`config.mk`:
```
export PLATFORM = sky130hd
export DESIGN_NAME = key_debounce_fsm_flat
export DESIGN_NICKNAME = d
export VERILOG_FILES = /design/src/rtl/key_debounce_fsm_if.sv /design/src/rtl/key_debounce_fsm.sv /design/src/flat_wrapper.sv
export SDC_FILE = /design/constraint.sdc
export NUM_CORES = 1
export LEC_CHECK = 0
export CAP_MARGIN = 20
export CORE_MARGIN = 1
export CORE_UTILIZATION = 35
export CTS_BUF_LIST = sky130_fd_sc_hd__clkbuf_16
export DETAILED_ROUTE_END_ITERATION = 12
export PLACE_DENSITY = 0.6
export RECOVER_POWER = 25
export REMOVE_ABC_BUFFERS = 1
export SYNTH_ARGS = -nofsm -noshare
export SYNTH_HDL_FRONTEND = slang
export SYNTH_SLANG_ARGS = --single-unit
```
`constraint.sdc`:
```
create_clock -name sys_clk -period 2 [get_ports sys_clk]
set_input_delay 0.2 -clock sys_clk [delete_from_list [all_inputs] [get_ports sys_clk]]
set_output_delay 0.2 -clock sys_clk [all_outputs]
set_load 0.02 [all_outputs]
```
`src/rtl/key_debounce_fsm_if.sv`:
```
// Key debouncer signal bundle: raw key and 1 kHz tick in, debounced level/events out.
// slave = the debouncer, master = whoever drives the key and the tick.
interface key_debounce_fsm_if;
    logic       tick_clk;
    logic       key_in;
    logic       key_state;
    logic       key_flag;
    logic       key_rel;
    logic [7:0] press_cnt;
    logic       key_long;

    modport master (
        output tick_clk, key_in,
        input  key_state, key_flag, key_rel, press_cnt, key_long
    );

    modport slave (
        input  tick_clk, key_in,
        output key_state, key_flag, key_rel, press_cnt, key_long
    );
endinterface

```
`src/rtl/key_debounce_fsm.sv`:
```
// Active-low key debouncer sampled on a synchronised 1 kHz tick; four-state filter FSM.
// Optional long-press pulse enabled by defining KEY_LONG_PRESS_EN.
module key_debounce_fsm #(
    parameter int unsigned DEBOUNCE_MS = 20,
    parameter int unsigned LONG_MS     = 1000
) (
    input  logic              sys_clk,
    input  logic              sys_rst_n,
    key_debounce_fsm_if.slave kif
);

    if (DEBOUNCE_MS < 1 || DEBOUNCE_MS > 255 || LONG_MS < 1 || LONG_MS > 65535) begin : g_param_range
        $error("key_debounce_fsm: DEBOUNCE_MS or LONG_MS out of range");
    end

    typedef enum logic [1:0] {
        IDLE,
        PRESS_FILT,
        DOWN,
        RELEASE_FILT
    } state_t;

    localparam logic [7:0] CNT_LAST = 8'(DEBOUNCE_MS - 1);

    state_t     state;
    logic [7:0] cnt;
    logic       key_meta;
    logic       key_s;
    logic       tick_meta;
    logic       tick_s;
    logic       tick_prev;
    logic       tick;
    logic       state_q;
    logic       flag_q;
    logic       rel_q;
    logic [7:0] press_q;

    // tick_clk is data here: synchronise, then register its rising edge as a one-cycle tick.
    always_ff @(posedge sys_clk or negedge sys_rst_n) begin
        if (!sys_rst_n) begin
            key_meta  <= 1'b1;
            key_s     <= 1'b1;
            tick_meta <= 1'b0;
            tick_s    <= 1'b0;
            tick_prev <= 1'b0;
            tick      <= 1'b0;
        end else begin
            key_meta  <= kif.key_in;
            key_s     <= key_meta;
            tick_meta <= kif.tick_clk;
            tick_s    <= tick_meta;
            tick_prev <= tick_s;
            tick      <= tick_s & ~tick_prev;
        end
    end

`ifdef KEY_LONG_PRESS_EN
    localparam logic [15:0] LONG_LAST = 16'(LONG_MS - 1);

    logic [15:0] hold_cnt;
    logic        long_armed;
    logic        long_q;
`endif

    always_ff @(posedge sys_clk or negedge sys_rst_n) begin
        if (!sys_rst_n) begin
            state   <= IDLE;
            cnt     <= '0;
            state_q <= 1'b0;
            flag_q  <= 1'b0;
            rel_q   <= 1'b0;
            press_q <= '0;
`ifdef KEY_LONG_PRESS_EN
            hold_cnt   <= '0;
            long_armed <= 1'b0;
            long_q     <= 1'b0;
`endif
        end else begin
            flag_q <= 1'b0;
            rel_q  <= 1'b0;
`ifdef KEY_LONG_PRESS_EN
            long_q <= 1'b0;
`endif
            case (state)
                IDLE: begin
                    if (!key_s) begin
                        state <= PRESS_FILT;
                        cnt   <= '0;
                    end
                end
                PRESS_FILT: begin
                    // A bounce outranks a coincident tick: clear, never count.
                    if (key_s) begin
                        state <= IDLE;
                        cnt   <= '0;
                    end else if (tick) begin
                        if (cnt == CNT_LAST) begin
                            state   <= DOWN;
                            cnt     <= '0;
                            state_q <= 1'b1;
                            flag_q  <= 1'b1;
                            press_q <= press_q + 8'd1;
`ifdef KEY_LONG_PRESS_EN
                            hold_cnt   <= '0;
                            long_armed <= 1'b1;
`endif
                        end else begin
                            cnt <= cnt + 8'd1;
                        end
                    end
                end
                DOWN: begin
                    if (key_s) begin
                        state <= RELEASE_FILT;
                        cnt   <= '0;
                    end
`ifdef KEY_LONG_PRESS_EN
                    // Hold count survives release glitches; only a fresh press re-arms it.
                    else if (tick && long_armed) begin
                        hold_cnt <= hold_cnt + 16'd1;
                        if (hold_cnt == LONG_LAST) begin
                            long_q     <= 1'b1;
                            long_armed <= 1'b0;
                        end
                    end
`endif
                end
                RELEASE_FILT: begin
                    if (!key_s) begin
                        state <= DOWN;
                        cnt   <= '0;
                    end else if (tick) begin
                        if (cnt == CNT_LAST) begin
                            state   <= IDLE;
                            cnt     <= '0;
                            state_q <= 1'b0;
                            rel_q   <= 1'b1;
                        end else begin
                            cnt <= cnt + 8'd1;
                        end
                    end
                end
                default: begin
                    state <= IDLE;
                    cnt   <= '0;
                end
            endcase
        end
    end

    assign kif.key_state = state_q;
    assign kif.key_flag  = flag_q;
    assign kif.key_rel   = rel_q;
    assign kif.press_cnt = press_q;
`ifdef KEY_LONG_PRESS_EN
    assign kif.key_long  = long_q;
`else
    assign kif.key_long  = 1'b0;
`endif

endmodule

```
`src/flat_wrapper.sv`:
```
// flat-port wrapper written by rule: the top's interface ports become plain ports
module key_debounce_fsm_flat 
#(
    parameter int unsigned DEBOUNCE_MS = 20,
    parameter int unsigned LONG_MS     = 1000
)
  (sys_clk, sys_rst_n, kif_tick_clk, kif_key_in, kif_key_state, kif_key_flag, kif_key_rel, kif_press_cnt, kif_key_long);
  key_debounce_fsm_if kif_i ();
  input  logic sys_clk;
  input  logic sys_rst_n;
  input wire logic [$bits(kif_i.tick_clk)-1:0] kif_tick_clk;
  input wire logic [$bits(kif_i.key_in)-1:0] kif_key_in;
  output wire logic [$bits(kif_i.key_state)-1:0] kif_key_state;
  output wire logic [$bits(kif_i.key_flag)-1:0] kif_key_flag;
  output wire logic [$bits(kif_i.key_rel)-1:0] kif_key_rel;
  output wire logic [$bits(kif_i.press_cnt)-1:0] kif_press_cnt;
  output wire logic [$bits(kif_i.key_long)-1:0] kif_key_long;
  assign kif_i.tick_clk = kif_tick_clk;
  assign kif_i.key_in = kif_key_in;
  assign kif_key_state = kif_i.key_state;
  assign kif_key_flag = kif_i.key_flag;
  assign kif_key_rel = kif_i.key_rel;
  assign kif_press_cnt = kif_i.press_cnt;
  assign kif_key_long = kif_i.key_long;
  key_debounce_fsm #(.DEBOUNCE_MS(DEBOUNCE_MS), .LONG_MS(LONG_MS)) u_core (.sys_clk(sys_clk), .sys_rst_n(sys_rst_n), .kif(kif_i));
endmodule
```
==> flow_metrics.env <==
export IMPL_gr_usage_all_layers_pct=14.1
export IMPL_hold_path_class="reg -> reg"
export IMPL_cp_num_cells=3
export IMPL_path_class="reg -> reg"
export IMPL_synth_main_ff_cell="dfrtp_1"
export IMPL_wire_per_inst_um=13.0
export IMPL_r2r_start="u_core.cnt[2]"
export IMPL_fin_crit_ns=1.84
export IMPL_worstPathCellList="or4_4 -> nor4_4 -> mux2_2"
export IMPL_drtAntennaViolNets=0
export IMPL_drc_errors=0
export IMPL_synth_largest_area_cell="dfrtp_1"
export IMPL_vias_per_cell=5.11
export IMPL_p_leak_nw=0.662
export IMPL_synth_top_cell_area_share_pct=50.9
export IMPL_syn_to_final_growth_pct=22.8
export IMPL_endpoint="u_core.kif.press_cnt[1]"
export IMPL_avgSynthCellArea_um2=11.4
export IMPL_grt_antenna_before_repair=0
export IMPL_peakVddDrop_mv=0.441
export IMPL_cts_tree="yes"
export IMPL_diodes=0
export IMPL_ys_seq_area_share_pct=55.2
export IMPL_firstDrtPassIters=4
export IMPL_maxSlewHeadroom_pct=56.1
export IMPL_max_stage_delay_ns=0.55
export IMPL_r2r_end="u_core.kif.press_cnt[1]"
export IMPL_start_util_pct=36.8
export IMPL_rsz0062_at_grt="no"
export IMPL_combPwrFrac_pct=3.4
export IMPL_seq_power_share_pct=53.9
export IMPL_slowest_stage="or4_4"
export IMPL_rrSetupSlack_ns=0.16
export IMPL_die_area_um2=3750
export IMPL_clockRootBuffer="clkbuf_16"
export IMPL_drt_initial_drc_count=42
export IMPL_holdBufCountCts=0
export IMPL_place_ws_ns=0.149
export IMPL_intPower_mw=0.837
export IMPL_yosysMostFrequentCell="dfrtp_1"
export IMPL_grt_remaining_overflow=0
export IMPL_status="complete, no violations"
export IMPL_fp_dieW_um=61.3
export IMPL_fin_crit_sh_pct=92.0
export IMPL_finish_net_count=132
export IMPL_cts_buffer_depth=2
export IMPL_crit_family="simple AND/OR/NAND/NOR gates"
export IMPL_fp_dieH_um=61.3
export IMPL_grt_max_degree=28
export IMPL_finalClockSkew_ns=0.00491
export IMPL_setup_viol=0
export IMPL_crit_required_ns=2.15
export IMPL_post_cts_setup_buffer_count=0
export IMPL_synth_commonest_cells="dfrtp_1 (25), nand2_1 (9), nand4_1 (9)"
export IMPL_rows=21
export IMPL_fmax_mhz=544
export IMPL_end_kind="register"
export IMPL_dp_hpwl_mm=1.58
export IMPL_crit_fanout=6
export IMPL_drive_above_1_share_pct=13.6
export IMPL_cts_resized=0
export IMPL_arrival_ns=1.99
export IMPL_clk_pin_slew_ns=0.07
export IMPL_gp_congestion=0.896
export IMPL_core_um2=3340
export IMPL_yosys_top_cells_area="dfrtp_1 (51%), xnor2_1 (5.0%), nand4_1 (4.6%), dfstp_2 (4.3%), nand2_1 (2.7%)"
export IMPL_first_global_vias=778
export IMPL_cts_sinks=27
export IMPL_hold_violations=0
export IMPL_ys_types=40
export IMPL_cts_buffers=3
export IMPL_p_sw_mw=0.209
export IMPL_clk_latency_ns=0.26
export IMPL_pwr_density_cell_nw_per_um2=693
export IMPL_cts_htree_levels=1
export IMPL_routed_wl_mm=2.22
export IMPL_ys_warn_count=0
export IMPL_fin_tns_setup_ns=0
export IMPL_netSwitchingFraction_pct=20.0
export IMPL_layout_setup_ws_ns=0.161
export IMPL_max_cap_violations=0
export IMPL_synth_area_um2=1230
export IMPL_ff2ff_path_depth=3
export IMPL_grt_pass1_wl_mm=3.71
export IMPL_synth_edf_count=0
export IMPL_slew_violations=0
export IMPL_async_flop_share_pct=100
export IMPL_p_clk_share_pct=42.6
export IMPL_netlist_instances=108
export IMPL_critPathLaunchType="register"
export IMPL_synth_seq_cells=27
export IMPL_critPathBufInv=0
export IMPL_critical_path_startpoint="u_core.cnt[2]"
export IMPL_vias=873
export IMPL_pin_count=16
export IMPL_tightest_slew_ns=0.659
export IMPL_io_buffers=14
## layout make-up
type                    instances  area, um^2
fillers                       326        1830
flip-flops and latches         27         678
multi-input cells              73         514
repair buffers                 18         168
clock buffers                   3        75.1
well taps                      46        57.6
inverters                       3        11.3
clock inverters                 1        5.00
## layout by cell type, fill, tap and decap left out, types with 2 or more instances in the layout
cell type and n:
o311ai_0 2, nand2_1 9, inv_1 3, o21a_1 3
dlygate4sd3_1 3, or2_2 2, clkdlybuf4s50_1 11, dfrtp_1 25
nor2_1 5, o21ai_0 2, a22o_1 2, a21boi_0 2
o31ai_1 2, nor2b_1 2, nor4b_1 2, ha_1 2
nor3_1 4, nand4_1 9, buf_4 3, clkbuf_16 3
dfstp_2 2, xnor2_1 7
## worst min-delay path by stage
stage / from / slack [ns] / cells after the start / end
6_report: u_core.key_meta / 0.36 / 0 / u_core.key_s
5_1_grt: u_core.key_meta / 0.36 / 0 / u_core.key_s
4_1_cts: sys_rst_n / 0.32 / 2 / u_core.cnt[6]
3_5_place_dp: u_core.tick_meta / 0.35 / 0 / u_core.tick_s
3_3_place_gp: u_core.tick_meta / 0.34 / 0 / u_core.tick_s
2_1_floorplan: sys_rst_n / -0.1 / 0 / async pin
## logic make-up after synthesis
group / Yosys count / synth area share (%)
buffers and inverters: 8 / 2.95
AOI/OAI and AO/OA: 18 / 11.6
muxes: 1 / 0.916
adders and majority gates: 2 / 2.04
DFF: 27 / 55.2
other: 1 / 0.305
xor gates and xnor gates: 8 / 5.70
and+or+nand+nor: 43 / 21.3
## power by group through the flow
stage	logic, mW	registers [mW]	clock network, mW
6_report	0.0359	0.564	0.446
2_1_floorplan	0.0175	0.572	0
4_1_cts	0.0394	0.565	0.460
3_5_place_dp	0.0395	0.575	0
3_3_place_gp	0.0387	0.574	0
5_1_grt	0.0423	0.566	0.481
## routing by layer
metal	GRT usage (%)	up-vias	routed length, um
met1	20.6	432	1060
met5	0	-	0
met4	8.77	0	55
li1	-	427	-
met2	19.3	10	1050
met3	2.31	4	55
## per-stage QoR
| stage | std cells | cell area (um^2) | utilization, % | hold slack, ns | power, mW |
|---|---|---|---|---|---|
| 3_5_place_dp | 167 | 1430 | 42.9 | 0.350 | 0.614 |
| 2_1_floorplan | 103 | 1200 | - | -0.0956 | 0.590 |
| 3_3_place_gp | 167 | 1430 | 42.9 | 0.335 | 0.613 |
| 4_1_cts | 171 | 1510 | 45.3 | 0.317 | 1.06 |
| 6_report | 171 | 1510 | 45.2 | 0.359 | 1.05 |
| 5_1_grt | 171 | 1510 | 45.2 | 0.365 | 1.09 |
(Power assumes the default switching activity.)
==> RTL change 1: new RTL, same flow settings <==
One comparison of `cnt` changes from == to >=.
--- a/src/rtl/key_debounce_fsm.sv
+++ b/src/rtl/key_debounce_fsm.sv
@@ -131,5 +131,5 @@
                         cnt   <= '0;
                     end else if (tick) begin
-                        if (cnt == CNT_LAST) begin
+                        if (cnt >= CNT_LAST) begin
                             state   <= IDLE;
                             cnt     <= '0;
Function: same outputs for any inputs over 10 cycles, from zero or initial values and one cycle with sys_rst_n low; that may be too few to reach the edited logic, so the function may still have changed.
==> RTL change 1 against the unedited design <==
Critical path depth grew 3. Worst hold slack lost 0.0018 ns. Synthesized area grew 4.3%. Synthesized cell count grew 5.6%. Routed wire length grew 3.8%. Via count grew 1.5%. Sequential cell count is the same. Worst setup slack gained 0.0075 ns. Final cell count grew 3.5%. Cell area grew 3.1%. Critical path type unchanged.
Power is not compared: it rests on default switching activity, and its combinational part moved more than twofold at a synthesized area within 25%.
==> RTL change 1: results (changes against the unedited design) <==
- The post-layout instance count excluding filler cells was 177 (+3.5%).
- The count of TritonRoute iterations in the first routing pass is 2 (-2).
- The largest fanout on the critical path is 6 (unchanged).
- The number of cell instances on the worst register-to-register path came to 6 (+3).
- The setup slack after placement is 0.195 ns (+0.0460 ns).
- The via count of the first global-routing pass is 914 (+17%).
- The worst stage delay on the critical path is 0.38 ns (-0.17 ns).
- The run finished with clean final reports.
- Summing internal, switching and leakage power gives between 1 and 1.5 mW.
- The clock tree skew after final layout is 0.00293 ns (-0.00198 ns).
- The period utilization is 91.6% (-0.37 points).
- In this run the critical register-to-register path is launched from u_core.cnt[0]$_DFFE_PN0P_.
- The top cell family by delay on the critical path is compound AO/OA/AOI/OAI gates.
- The part of the Yosys area used for sequential elements came to 52.9% (-2.3 points).
- The start-to-end type of the worst setup path is flop to flop.
- The post-CTS setup-driven buffer insertion count came to 0 (unchanged).
- The post-synthesis share of cell area spent on xor and xnor gates is 6.05% (+0.35 points).
- The DRC violation total after the first TritonRoute iteration is 13 (-69%).
- The overall routing resource usage was 13.3% (-0.81 points).
- The transition at the pin with the smallest max-transition slack came to 1.42 ns (+0.757 ns).
- The global-route wire length before repair came to 4.18 mm (+13%).
- The worst endpoint data arrival time is 1.98 ns.
- In this run the clock root is driven by a clkbuf_16.
- The cell count after placement is 173 (+3.6%).
- The cell count after synthesis is 114 (+5.6%).
- The largest individual stage delay along the critical path comes from the cell dfrtp_1.
- In the post-synthesis netlist, the biggest area contributors are dfrtp_1 49%, dfstp_2 4.1%, xnor2_1 4.1%, a22o_1 3.4%, nand2_1 3.2%.
- The count of input and output buffers is 14 (unchanged).
- The count of nets after finishing came to 138 (+4.5%).
- The fraction of final layout cells with drive strength greater than 1 came to 16.0% (+2.4 points).
- The fraction of the mapped netlist area in adder cells is 1.95% (-0.084 points).
- By count the netlist is led by 25 x dfrtp_1, 11 x nand2_1, 9 x nor2_1.
- The global placement routability congestion is 0.813 (-9.2%).
- The compound-gate portion of the synthesized area was 14.7% (+3.1 points).
- The clock latency on the worst-skew pair is 0.26 ns (about the same).
- The worst reg2reg path endpoint is u_core.cnt[4]$_DFFE_PN0P_.
- The multiplexer share of the synthesized area is 0.879% (-0.038 points).
- The area after detailed placement came to 1480 sq um (+3.1%).
- The average vias per placed instance was 5.01 (-2.0%).
- The total wire length after detailed routing is 2.30 mm (+3.8%).
- The half-perimeter wire length of the detailed placement result came to 1.72 mm (+9.2%).
RTL change 1: cell count changes in the layout (fill, tap and decap cells not counted), moves of 3 or more:
cell,before,now
nor2_1,5,9
nand4_1,9,1
a22o_1,2,5
nand3_1,1,6
o21a_1,3,0
o21ai_0,2,7
RTL change 1: worst min-delay path by stage:
stage	startpoint	depth (start not counted)	slack (ns)	end
final	u_core.key_meta$_DFF_PN1_	0	0.36	u_core.key_s$_DFF_PN1_
after global routing	u_core.key_meta$_DFF_PN1_	0	0.36	u_core.key_s$_DFF_PN1_
after CTS	sys_rst_n	2	0.34	u_core.cnt[4]$_DFFE_PN0P_
after detailed placement	u_core.tick_meta$_DFF_PN0_	0	0.35	u_core.tick_s$_DFF_PN0_
after global placement	u_core.tick_meta$_DFF_PN0_	0	0.34	u_core.tick_s$_DFF_PN0_
after floorplan	sys_rst_n	0	-0.1	async pin
RTL change 1: final cells by class:
cell class	instances	area (sq um)
clock buffer	3	75.1
clock inverter	1	7.51
fill	350	1860
inverter	2	7.51
multi-input combinational	82	578
sequential	27	678
tap	46	57.6
timing repair buffer	16	151
RTL change 1: logic make-up (layout without fill, tap and decap cells):
| kind of cell | after synthesis | in the layout |
|---|---|---|
| flip-flops | 27 | 27 |
| buffers and inverters | 5 | 22 |
| multiplexers | 1 | 1 |
| AO/OA/AOI/OAI | 24 | 24 |
| AND/OR/NAND/NOR | 46 | 46 |
| XOR/XNOR | 8 | 8 |
| other | 1 | 1 |
| adder cells (fa/ha/maj) | 2 | 2 |
RTL change 1: layer usage:
metal	track usage (%)	vias to the layer above	share of wire (%)
li1	-	441	-
met1	17.7	436	49
met2	22.3	7	49
met3	1.64	2	1.2
met4	4.36	0	0.87
met5	0	-	0
==> RTL change 2: new RTL, same flow settings <==
Without the edit above. The option `KEY_LONG_PRESS_EN` is turned on by a define.
--- a/src/rtl/key_debounce_fsm.sv
+++ b/src/rtl/key_debounce_fsm.sv
@@ -1,4 +1,6 @@
 // Active-low key debouncer sampled on a synchronised 1 kHz tick; four-state filter FSM.
 // Optional long-press pulse enabled by defining KEY_LONG_PRESS_EN.
+`define KEY_LONG_PRESS_EN
+
 module key_debounce_fsm #(
     parameter int unsigned DEBOUNCE_MS = 20,
Function: no difference found for any inputs over 10 cycles, from zero or initial values and one cycle with sys_rst_n low; that may be too few to reach the edited logic, so the function may still have changed.
==> RTL change 2 against the unedited design <==
Worst setup slack got worse by 0.13 ns. Largest power group is now combinational logic. Total power increased to 2.8 times the old value. Largest cell class is now multi-input gates. Synthesized area grew 89%. Utilization increased by 1.4 points. Cell area up 97%. Count of clock-buffer cells in the layout up 2. First-iteration DRC count increased to 2.8 times the old value. Sequential cell count grew 18. Sequential share of layout area decreased by 7.0 points. Clock power grew 91%. Non-clock buffer count is 28 higher. Synthesized cell count rose by 110%. Via count is 120% higher. Critical path type unchanged. Routed wire length is 130% higher. Critical endpoint is now u_core.hold_cnt[15]$_DFFE_PN0P_.
==> RTL change 2: results (changes against the unedited design) <==
- The flow ran to the end, and the final reports show no timing, DRC or antenna violations.
- The DRC violation total after the first TritonRoute iteration was 118 (+180%).
- The compound-gate portion of the synthesized area is 13.4% (+1.7 points).
- The post-layout instance count excluding filler cells was 345 (+100%).
- The setup slack after placement came to -0.176 ns (-0.325 ns).
- The area after detailed placement came to 2700 sq um (+88%).
- The overall routing resource usage is 15.6% (+1.5 points).
- The fraction of final layout cells with drive strength greater than 1 is 23.5% (+9.9 points).
- The number of different library cells in the post-synthesis netlist came to 42 (+5.0%).
- The multiplexer share of the synthesized area is 3.18% (+2.3 points).
- The global-route wire length before repair came to 8.59 mm (+130%).
- After synthesis, the most frequently instantiated cells are 43 x dfrtp_1, 18 x a21oi_1, 15 x nand2_1, 15 x or4_1, 13 x o31ai_1.
- The global placement routability congestion came to 0.777 (-13%).
- The via count of the first global-routing pass was 1781 (+130%).
- The post-synthesis share of cell area spent on xor and xnor gates is 3.77% (-1.9 points).
- Yosys attributes the largest share of cell area to dfrtp_1 46%, or4_1 4.8%, o31ai_1 4.2%, a21oi_1 3.9%, ha_1 3.8%.
- The CTS H-tree depth is 2 (+1).
- The transition at the pin with the smallest max-transition slack is 1.13 ns (+0.469 ns).
- The half-perimeter wire length of the detailed placement result is 3.46 mm (+120%).
- The number of buffers created by CTS is 5 (+2).
- The part of the Yosys area used for sequential elements came to 48.6% (-6.6 points).
- The count of nets after finishing came to 278 (+110%).
- The total number of vias was 1883 (+120%).
- The worst endpoint data arrival time is 2.19 ns (+0.20 ns).
- The cell count after synthesis is 226 (+110%).
- The count of input and output buffers is 15 (+1).
- The leakage power figure is 1.23 nW (+85%).
- The worst stage delay on the critical path is 0.50 ns (-0.05 ns).
- The pin count of the biggest net entering global routing is 46 (+64%).
- The count of synthesis-stage warnings from yosys is 0 (unchanged).
- The clock latency on the worst-skew pair is 0.29 ns (+0.03 ns).
- The cell count after placement came to 328 (+96%).
RTL change 2: changes by cell type after synthesis, sizes merged, moves of 7 or more:
| cell | before | now |
|---|---|---|
| dfrtp | 25 | 43 |
| nand3 | 1 | 11 |
| o31ai | 2 | 13 |
| o21ai | 2 | 9 |
| or4 | 1 | 16 |
| a21oi | 0 | 20 |
RTL change 2: repair_timing:
item                       CTS  global route
buffers inserted             0             6
gates cloned                 0             2
gates resized for setup      2            11
pin swaps                    2             6
setup endpoints to repair    7            13
hold buffers                 1             0
hold endpoints to repair    43             0
RTL change 2: worst paths after layout:
path / depth (start not counted) / startpoint / to / slack, ns
max: 5 / flop / u_core.hold_cnt[15]$_DFFE_PN0P_ / 0.03
min: 0 / u_core.tick_meta$_DFF_PN0_ / u_core.tick_s$_DFF_PN0_ / 0.35
max reg2reg: 5 / flop / u_core.hold_cnt[15]$_DFFE_PN0P_ / 0.03
min reg2reg: 0 / u_core.tick_meta$_DFF_PN0_ / u_core.tick_s$_DFF_PN0_ / 0.35
max in group asynchronous: 3 / sys_rst_n / u_core.kif.press_cnt[6]$_DFFE_PN0P_ / 0.58
min in group asynchronous: 3 / sys_rst_n / u_core.hold_cnt[2]$_DFFE_PN0P_ / 0.74
RTL change 2: report_power, final:
| part | internal (mW) | total (mW) | switching (mW) |
|---|---|---|---|
| sequential | 0.969 | 1.02 | 0.0490 |
| clock | 0.472 | 0.851 | 0.379 |
| combinational | 0.536 | 1.07 | 0.533 |
RTL change 2: kinds of logic after synthesis:
kind of cell    count (synthesis)
compound gates                 49
simple gates                   88
flops                          45
fa+ha+maj                       7
xor+xnor                       10
mux                             7
buf+inv                        20
RTL change 2: area by class of cell:
class	instances	area, sq um
inverter	8	30.0
clock inverter	3	25.0
timing repair buffer	46	420
sequential	45	1130
fill	586	3410
clock buffer	5	125
multi-input combinational	161	1150
tap	77	96.3
RTL change 2: worst register-to-register path, stage by stage, from the launching register on:
cell     delay (ns)
dfrtp_1        0.41
ha_2           0.21
mux2i_2        0.18
or4_4          0.47
or4_4          0.50
a21oi_2        0.13
RTL change 2: metal layers:
metal | GRT usage (%) | share of wire, % | vias to the layer above
li1 | - | - | 929
met1 | 21.9 | 50 | 915
met2 | 23.5 | 46 | 33
met3 | 2.67 | 2.5 | 6
met4 | 7.40 | 2.1 | 0
met5 | 0 | 0 | -
RTL change 2: stage by stage:
stage	utilization, %	TNS [ns]
after CTS	44.8	0
after detailed placement	42.2	-0.708
after global placement	42.0	-1.57
after floorplan	-	-0.587
after global routing	46.6	-0.0238
final	46.6	0
